`config.mk`:
```
export PLATFORM = sky130hd
export DESIGN_NAME = tile_size_scheduler
export DESIGN_NICKNAME = d
export VERILOG_FILES = /design/src/rtl/tile_size_scheduler.sv
export SDC_FILE = /design/constraint.sdc
export NUM_CORES = 1
export LEC_CHECK = 0
export ABC_AREA = 1
export BUFFER_PORTS_ARGS = -buffer_cell sky130_fd_sc_hd__buf_2
export CAP_MARGIN = 5
export CORE_AREA = 10 10 210 212
export CTS_BUF_LIST = sky130_fd_sc_hd__clkbuf_4 sky130_fd_sc_hd__clkbuf_8
export CTS_CLUSTER_DIAMETER = 50
export DETAILED_ROUTE_END_ITERATION = 10
export DIE_AREA = 0 0 220 222
export SYNTH_ARGS = -nofsm -noshare
export SYNTH_HDL_FRONTEND = slang
export SYNTH_SLANG_ARGS = --single-unit
```
`constraint.sdc`:
```
create_clock -name clk -period 2.92 [get_ports clk]
set_input_delay 0 -clock clk [delete_from_list [all_inputs] [get_ports clk]]
set_output_delay 0 -clock clk [all_outputs]
set_load 0.1 [all_outputs]
```
`src/rtl/tile_size_scheduler.sv`:
```
// ---------------------------------------------------------------------------
// tile_size_scheduler
//
// Purpose:
//   Feeds 8x8 RGB tiles, one at a time, through the tile compressed-size core.
//   It also turns each core result into per-tile packing information for the
//   stream packer.
//
//   For every accepted tile descriptor the scheduler:
//     1. Captures the flag vectors into a hold register. The core sees them
//        unchanged for its whole computation.
//     2. Issues a single-cycle launch pulse to the core.
//     3. Waits a bounded number of cycles for the core result strobe.
//     4. Applies the raw-fallback rule. A result larger than MAX_COMP_BYTES,
//        or a missing result, stores the tile raw (RAW_BYTES).
//     5. Presents byte size, mode, frame byte offset and tile index on a
//        valid/ready output and holds them until the packer accepts.
//
// Ports:
//   clk, rst_n             clock (rising edge), asynchronous active-low reset
//   s_valid / s_ready      tile descriptor handshake (s_ready is registered)
//   s_flag_data            per-pixel 3-bit flags            (3*T*T bits)
//   s_judge                per-row mode codes               (2*T bits)
//   s_diff_flag_data       per-row diff flags               (3*T bits)
//   s_same_flag_data       per-row same flags               (3*T bits)
//   core_i_valid           one-cycle launch pulse to the size core
//   core_*                 held copies of the s_* vectors for the core
//   core_o_valid           size core result strobe
//   core_byte_size         size core result (7 bits)
//   m_valid / m_ready      result handshake towards the packer
//   m_byte_size            bytes this tile occupies in the stream
//   m_raw                  1 = tile stored raw
//   m_err                  1 = core result never arrived (timeout)
//   m_offset               frame byte offset where this tile starts
//   m_tile_idx             tile index within the frame
//   m_last                 this is the last tile of the frame
// ---------------------------------------------------------------------------
module tile_size_scheduler #(
    parameter int TILE_SIZE       = 8,
    parameter int MAX_COMP_BYTES  = 96,
    parameter int TILES_PER_FRAME = 16,
    parameter int TIMEOUT         = 24,
    parameter int OFF_W           = 16
) (
    input  logic                               clk,
    input  logic                               rst_n,

    input  logic                               s_valid,
    output logic                               s_ready,
    input  logic [3*TILE_SIZE*TILE_SIZE-1:0]   s_flag_data,
    input  logic [2*TILE_SIZE-1:0]             s_judge,
    input  logic [3*TILE_SIZE-1:0]             s_diff_flag_data,
    input  logic [3*TILE_SIZE-1:0]             s_same_flag_data,

    output logic                               core_i_valid,
    output logic [3*TILE_SIZE*TILE_SIZE-1:0]   core_flag_data,
    output logic [2*TILE_SIZE-1:0]             core_judge,
    output logic [3*TILE_SIZE-1:0]             core_diff_flag_data,
    output logic [3*TILE_SIZE-1:0]             core_same_flag_data,
    input  logic                               core_o_valid,
    input  logic [6:0]                         core_byte_size,

    output logic                               m_valid,
    input  logic                               m_ready,
    output logic [7:0]                         m_byte_size,
    output logic                               m_raw,
    output logic                               m_err,
    output logic [OFF_W-1:0]                   m_offset,
    output logic [3:0]                         m_tile_idx,
    output logic                               m_last
);

    // A raw tile holds every pixel as three bytes.
    localparam int RAW_BYTES = 3 * TILE_SIZE * TILE_SIZE;

    // The wait counter only has to reach TIMEOUT-1. The last WAIT cycle is
    // the one in which the counter holds that value.
    localparam int CNT_W = $clog2(TIMEOUT + 1);

    localparam logic [7:0]       RAW_SIZE     = 8'(RAW_BYTES);
    localparam logic [6:0]       MAX_COMP     = 7'(MAX_COMP_BYTES);
    localparam logic [CNT_W-1:0] TIMEOUT_LAST = CNT_W'(TIMEOUT - 1);
    localparam logic [3:0]       LAST_IDX     = 4'(TILES_PER_FRAME - 1);

    typedef enum logic [1:0] {
        IDLE   = 2'd0,
        LAUNCH = 2'd1,
        WAIT   = 2'd2,
        OUT    = 2'd3
    } state_t;

    state_t           state;
    state_t           state_next;

    logic [CNT_W-1:0] wait_cnt;

    logic             accept;
    logic             result_load;
    logic             timeout_hit;
    logic             handshake;

    // -----------------------------------------------------------------------
    // State register
    // -----------------------------------------------------------------------
    always_ff @(posedge clk or negedge rst_n) begin
        if (!rst_n) begin
            state <= IDLE;
        end else begin
            state <= state_next;
        end
    end

    // -----------------------------------------------------------------------
    // Next-state and decoded strobes.
    // While in WAIT, a core strobe takes priority over the timeout. A result
    // that arrives in the final permitted cycle is therefore still used.
    // A strobe seen in any other state is simply not looked at.
    // -----------------------------------------------------------------------
    always_comb begin
        state_next   = state;
        core_i_valid = 1'b0;
        m_valid      = 1'b0;
        accept       = 1'b0;
        result_load  = 1'b0;
        timeout_hit  = 1'b0;
        handshake    = 1'b0;

        case (state)
            IDLE: begin
                if (s_valid && s_ready) begin
                    accept     = 1'b1;
                    state_next = LAUNCH;
                end
            end

            LAUNCH: begin
                core_i_valid = 1'b1;
                state_next   = WAIT;
            end

            WAIT: begin
                if (core_o_valid) begin
                    result_load = 1'b1;
                    state_next  = OUT;
                end else if (wait_cnt == TIMEOUT_LAST) begin
                    timeout_hit = 1'b1;
                    state_next  = OUT;
                end
            end

            OUT: begin
                m_valid = 1'b1;
                if (m_ready) begin
                    handshake  = 1'b1;
                    state_next = IDLE;
                end
            end

            default: begin
                state_next = IDLE;
            end
        endcase
    end

    // -----------------------------------------------------------------------
    // s_ready is registered from the next state.
    // It rises on the edge that enters IDLE, which includes the first edge
    // after reset release. It falls on the accepting edge. Back-to-back tiles
    // can therefore be accepted one cycle after the output handshake.
    // -----------------------------------------------------------------------
    always_ff @(posedge clk or negedge rst_n) begin
        if (!rst_n) begin
            s_ready <= 1'b0;
        end else begin
            s_ready <= (state_next == IDLE);
        end
    end

    // -----------------------------------------------------------------------
    // Tile hold register.
    // It loads only on an IDLE accept, so the core inputs stay frozen from
    // the launch pulse until the next tile is taken.
    // -----------------------------------------------------------------------
    always_ff @(posedge clk or negedge rst_n) begin
        if (!rst_n) begin
            core_flag_data      <= '0;
            core_judge          <= '0;
            core_diff_flag_data <= '0;
            core_same_flag_data <= '0;
        end else if (accept) begin
            core_flag_data      <= s_flag_data;
            core_judge          <= s_judge;
            core_diff_flag_data <= s_diff_flag_data;
            core_same_flag_data <= s_same_flag_data;
        end
    end

    // -----------------------------------------------------------------------
    // WAIT cycle counter.
    // It is cleared during LAUNCH, so it reads 0 in the first WAIT cycle.
    // -----------------------------------------------------------------------
    always_ff @(posedge clk or negedge rst_n) begin
        if (!rst_n) begin
            wait_cnt <= '0;
        end else if (state == LAUNCH) begin
            wait_cnt <= '0;
        end else if (state == WAIT) begin
            wait_cnt <= wait_cnt + 1'b1;
        end
    end

    // -----------------------------------------------------------------------
    // Result register with the raw-fallback rule.
    // A compressed tile may not exceed MAX_COMP_BYTES; anything larger is
    // stored raw. A timeout is also reported raw, with m_err raised. Every
    // new result overwrites m_err, so a previous timeout does not linger.
    // -----------------------------------------------------------------------
    always_ff @(posedge clk or negedge rst_n) begin
        if (!rst_n) begin
            m_byte_size <= '0;
            m_raw       <= 1'b0;
            m_err       <= 1'b0;
        end else if (result_load) begin
            m_err <= 1'b0;
            if (core_byte_size <= MAX_COMP) begin
                m_byte_size <= {1'b0, core_byte_size};
                m_raw       <= 1'b0;
            end else begin
                m_byte_size <= RAW_SIZE;
                m_raw       <= 1'b1;
            end
        end else if (timeout_hit) begin
            m_byte_size <= RAW_SIZE;
            m_raw       <= 1'b1;
            m_err       <= 1'b1;
        end
    end

    // -----------------------------------------------------------------------
    // Frame position.
    // m_offset and m_tile_idx describe the tile being presented. They
    // advance only once the packer has taken that tile. After the last tile
    // of a frame both restart at 0. Otherwise the offset grows by the
    // presented size and wraps naturally at 2^OFF_W.
    // -----------------------------------------------------------------------
    always_ff @(posedge clk or negedge rst_n) begin
        if (!rst_n) begin
            m_offset   <= '0;
            m_tile_idx <= '0;
        end else if (handshake) begin
            if (m_last) begin
                m_offset   <= '0;
                m_tile_idx <= '0;
            end else begin
                m_offset   <= m_offset + OFF_W'(m_byte_size);
                m_tile_idx <= m_tile_idx + 1'b1;
            end
        end
    end

    assign m_last = (m_tile_idx == LAST_IDX);

endmodule
```
==> impl_metrics.ini, run 1 <==
[timing]
hold_violations = 0
grt_setup_unrepaired = false
tns_ps = 0
max_clock_freq_mhz = 410
finalCriticalPeriod_ps = 2440
tightestPinTransition_ps = 847
slew_viol_final = 0
finClkSkew_ps = 13.1
max_slew_margin_pct = 43.5
post-route-period-util_pct = 83.6
setup_viol = 0
fin_ws_ps = 479

[layout]
final_area_mm2 = 0.0190
drive_gt1_share_pct = 39.1
fin_util_pct = 47.9
area_delta_synth_final_pct = 61.9
nNetsFinal = 1982

[global_route]
grt_pass1_wl_um = 67000
grt_pass1_vias = 11300
antenna_found_initial = 15
grt_max_degree = 101
grt_util_all_layers_pct = 17.5
grt_overflow = 0

[detailed_routing]
antenna_left = 0
vias = 10000
post_drt_wl_per_cell_um = 19.4
dr.pass1.iters = 5
wl_um = 44000
drt_iter0_drc = 542
vias_per_cell = 4.42
drcViolationCount = 0

[synthesis]
async_flop_share_pct = 100
synth_seq_cells = 293
yosys.cell_types.count = 25
seq_area_frac_synth_pct = 62.5
synth_nets = 1107
syn_area_mm2 = 0.0117
synth_cells = 823
postSynthAreaPerCell_um2 = 14.3
ys.flop_type = dfrtp_1
synth_edf_count = 0
ys_warn_count = 0

[clock_network]
cts_buffers = 52
clock-sinks = 293
cts_tree = done
htree_num_levels = 2
max-clock-path-buffers = 3
cts-root-buf = clkbuf_8
clkTransAtPathRegs_ps = 60
cts_resized = 0
worstSkewPairLatency_ps = 580

[setup_path]
worstSetupPathType = flip-flop to flip-flop
path_buf_inv = 4
cpMaxStageDelayCell = dlygate4sd3_1
crit_family = buffers and inverters
crit_fanout = 6
cp.depth = 8
max_stage_delay_ps = 590
timing.reg2reg.setup_slack_ps = 480
crit_required_ps = 3430
path_cells = inv_1 -> ha_1 -> nand2_1 -> inv_1 -> nand3_1 -> dlygate4sd3_1 -> nand2_1 -> dlygate4sd3_1
start_kind = flip-flop
r2r_start = state[0]
r2r_end = m_byte_size[5]
crit_start = state[0]
arrival_ps = 2950
ff2ff_path_depth = 8
end_kind = flip-flop

[placement]
placed_cell_area_mm2 = 0.0150
dp_hpwl_um = 31500
place_congestion = 0.848
port_buffers = 557
place_ws_ps = 976

[outcome]
status = finished clean

[floorplan]
dieHeight_um = 222
rows = 73
dieArea_mm2 = 0.0488
core_area_mm2 = 0.0396
ios = 558
floorplan.initialDensity_pct = 29.6
die_w_um = 220

[job]
cap_violations = 0

[hold_path]
hp-class = input port to asynchronous set/reset pin
## layout make-up
type                            count  area [um^2]
Antenna cell                       12         30.0
Clock buffer                       82         1030
Clock inverter                      9         61.3
Fill cell                        3507        20600
Inverter                           31          116
Multi-Input combinational cell    467         3980
Sequential cell                   293         7330
Tap cell                          525          657
Timing Repair Buffer              853         5790
## worst max-delay path by stage
stage | slack [ps] | end
after floorplan | 290 | m_offset[8]
after global placement | 1050 | core_flag_data[135]
after detailed placement | 980 | core_flag_data[92]
after CTS | 540 | m_byte_size[5]
after global routing | 350 | m_byte_size[5]
final | 480 | m_byte_size[5]
## state kept, by name, summed over array words and instances (netlist names), 2 cells and up
signal	cells
core_diff_flag_data	24
core_flag_data	192
core_judge	16
core_same_flag_data	24
m_byte_size	8
m_offset	16
m_tile_idx	4
state	2
wait_cnt	5
## cell families (layout without fill, tap and decap cells)
family | after synthesis | count (layout) | share of synthesized area (%)
buffers and inverters | 63 | 975 | 3.69
multiplexers | 256 | 256 | 24.6
adder cells (fa/ha/maj) | 16 | 16 | 1.77
AND/OR/NAND/NOR | 152 | 152 | 5.33
AO/OA/AOI/OAI | 39 | 39 | 1.82
other | 0 | 12 | 0
XOR/XNOR | 4 | 4 | 0.299
flip-flops | 293 | 293 | 62.5
## synth_stat cells (2+ instances only)
master / number / area share (%)
a22o_1: 2 / 0.15
buf_6: 24 / 2.3
mux2_1: 240 / 23
nor3_1: 3 / 0.13
ha_1: 15 / 1.6
a21oi_1: 17 / 0.73
mux2_2: 16 / 1.5
o21ai_1: 2 / 0.085
nand2_1: 81 / 2.6
clkbuf_1: 3 / 0.096
o21ai_0: 14 / 0.60
buf_4: 4 / 0.26
nand3_1: 30 / 1.3
inv_1: 31 / 0.99
xnor2_1: 4 / 0.30
nor2_1: 33 / 1.1
nand4_1: 4 / 0.21
dfrtp_1: 293 / 63
## metrics by stage
stage	cells	hold slack, ps
2_1_floorplan	823	-296
3_3_place_gp	1887	105
3_5_place_dp	1887	133
4_1_cts	2260	48.7
5_1_grt	2272	73.2
6_report	2272	61.9
## timing repair
action / 4_1_cts / 5_1_grt
endpoints found under the hold margin: 393 / 0
setup buffers: 0 / 0
hold buffers: 282 / 0
## metal layers
metal / routed length, um / track usage [%]
met2: 22500 / 30.5
met3: 3930 / 6.44
met4: 1560 / 7.88
met1: 16000 / 18.4
met5: 0 / 0
## worst reg2reg max path, stage by stage, from the launching register on
cell	delay, ps
dfrtp_1	420
inv_1	120
ha_1	220
nand2_1	110
inv_1	180
nand3_1	100
dlygate4sd3_1	590
nand2_1	60
dlygate4sd3_1	570
## cell usage in the layout (no fill, tap or decap), drive strengths merged
cell type | synthesis | final
buf | 29 | 571
dfrtp | 293 | 293
clkinvlp | 0 | 5
a21oi | 17 | 17
o22a | 1 | 1
mux2 | 256 | 256
a22o | 2 | 2
nor2 | 33 | 33
a21o | 1 | 1
nor3 | 3 | 3
dlygate4sd3 | 0 | 282
clkinv | 0 | 3
xnor2 | 4 | 4
nand4 | 4 | 4
nand3 | 30 | 30
o21a | 1 | 1
nand2 | 81 | 81
inv | 31 | 32
a21boi | 1 | 1
nor3b | 1 | 1
ha | 15 | 15
clkbuf | 3 | 82
o21ai | 16 | 16
fa | 1 | 1
diode | 0 | 12
Power of run 1 is left out: the tool's default activity adds up to more than one toggle a clock period on the data nets, which glitch-free logic cannot reach.
==> run 2, diff against run 1 <==
- clock period: 2.92 -> 2.4 ns (I/O delays scaled with it)
==> impl_metrics.ini, run 2 (same netlist as run 1, synthesis figures left out) <==
[timing]
finalCriticalPeriod_ps = 2250
tns_ps = 0
max_slew_margin_pct = 48.9
setup_viol = 0
tightestPinTransition_ps = 766
grt_setup_unrepaired = false
max_clock_freq_mhz = 444
slew_viol_final = 0
post-route-period-util_pct = 93.8
hold_violations = 0
finClkSkew_ps = 32.7

[setup_path]
worstSetupPathType = flip-flop to flip-flop
r2r_end = m_byte_size[2]
end_kind = flip-flop
arrival_ps = 2770
crit_start = state[0]
r2r_start = state[0]
crit_fanout = 6
ff2ff_path_depth = 8
start_kind = flip-flop
timing.reg2reg.setup_slack_ps = 150
crit_required_ps = 2920

[layout]
mostFrequentLayoutCells = buf_2 (556), dfrtp_1 (292), dlygate4sd3_1 (283)
largest_register_ffs = 192
final_common_cell = buf_2
reg_top3 = core_flag_data x192, core_diff_flag_data x24, core_same_flag_data x24
regMostFlops = core_flag_data
nNetsFinal = 1993
drive_gt1_share_pct = 39.9
area_delta_synth_final_pct = 63.1

[global_route]
grt_overflow = 0
grt_pass1_wl_um = 65600
grt_max_degree = 88
grt_util_all_layers_pct = 17.0
grt_pass1_vias = 11200
antenna_found_initial = 8

[floorplan]
dieHeight_um = 222
rows = 73
die_w_um = 220
core_area_mm2 = 0.0396
dieArea_mm2 = 0.0488
ios = 558
floorplan.initialDensity_pct = 29.6

[detailed_routing]
dr.pass1.iters = 4
antenna_left = 0
wl_um = 43400
post_drt_wl_per_cell_um = 19.0
vias = 10100
vias_per_cell = 4.41
drt_iter0_drc = 475
drcViolationCount = 0

[hold_path]
hold_depth = 3
hp-class = input port to flip-flop
hold_start = s_flag_data[171]
holdPathEnd = core_flag_data[171]

[clock_network]
worstSkewPairLatency_ps = 600
cts-root-buf = clkbuf_8
cts_tree = done
clkTransAtPathRegs_ps = 70
max-clock-path-buffers = 3
htree_num_levels = 2
clock-sinks = 293
cts_buffers = 52

[placement]
dp_hpwl_um = 31300
place_congestion = 0.850
port_buffers = 557

[job]
cap_violations = 0

[outcome]
status = finished clean
==> run 2: cell types whose count changed in the layout (fill, tap and decap cells not counted), moves of 2 or more <==
cell	change
inv_2	+2
clkinvlp_4	-2
clkbuf_4	+3
buf_12	+5
clkinv_2	+4
inv_1	-3
diode_2	-4
buf_4	+5
clkinv_4	+2
clkbuf_8	-4
==> run 2: worst max-delay path, stage by stage, from the launching register on <==
cell and delay (ps):
dfrtp_1 430, inv_2 100, ha_2 210, nand2_2 80
inv_2 90, nand3_1 80, dlygate4sd3_1 580, nand2_1 60
dlygate4sd3_1 530
==> run 2: worst max-delay path by stage <==
stage | depth (start not counted) | end | slack [ps]
floorplan | 6 | m_offset[8] | 70
global placement | 6 | core_flag_data[122] | 560
detailed placement | 6 | core_flag_data[122] | 480
CTS | 8 | m_byte_size[5] | 40
global route | 8 | m_byte_size[3] | 20
finish | 8 | m_byte_size[2] | 150
==> run 2: metal layers <==
metal | track usage [%] | vias to the layer above | part of all wire [%]
li1 | - | 4627 | -
met1 | 17.4 | 4900 | 36
met2 | 30.4 | 427 | 52
met3 | 6.55 | 101 | 9.4
met4 | 6.89 | 0 | 3.4
met5 | 0 | - | 0
==> run 2: per-stage QoR <==
step / worst slack, ps / hold slack (ps) / instances / area, um^2 / utilization (%)
CTS: 36.1 / 46.9 / 2273 / 19100 / 48.2
global route: 24.0 / 99.5 / 2282 / 19100 / 48.3
finish: 150 / 139 / 2282 / 19100 / 48.3
floorplan: 71.3 / -296 / 823 / 11700 / -
global placement: 556 / 92.3 / 1896 / 15200 / 38.3
detailed placement: 484 / 99.0 / 1896 / 15200 / 38.3
==> run 2: final cells by class <==
class	count	area (um^2)
Timing Repair Buffer	864	5940
Tap cell	525	657
Fill cell	3369	20500
Inverter	31	120
Multi-Input combinational cell	467	3980
Sequential cell	293	7330
Clock inverter	13	85.1
Antenna cell	8	20.0
Clock buffer	81	996
==> run 2: what timing repair did <==
action                                  CTS  global route
endpoints found under the hold margin   509             0
endpoints found under the setup margin    0             3
resized for setup                         0             4
hold buffers                            283             0
buffers inserted                          0             1
Power of run 2 is left out for the same reason.
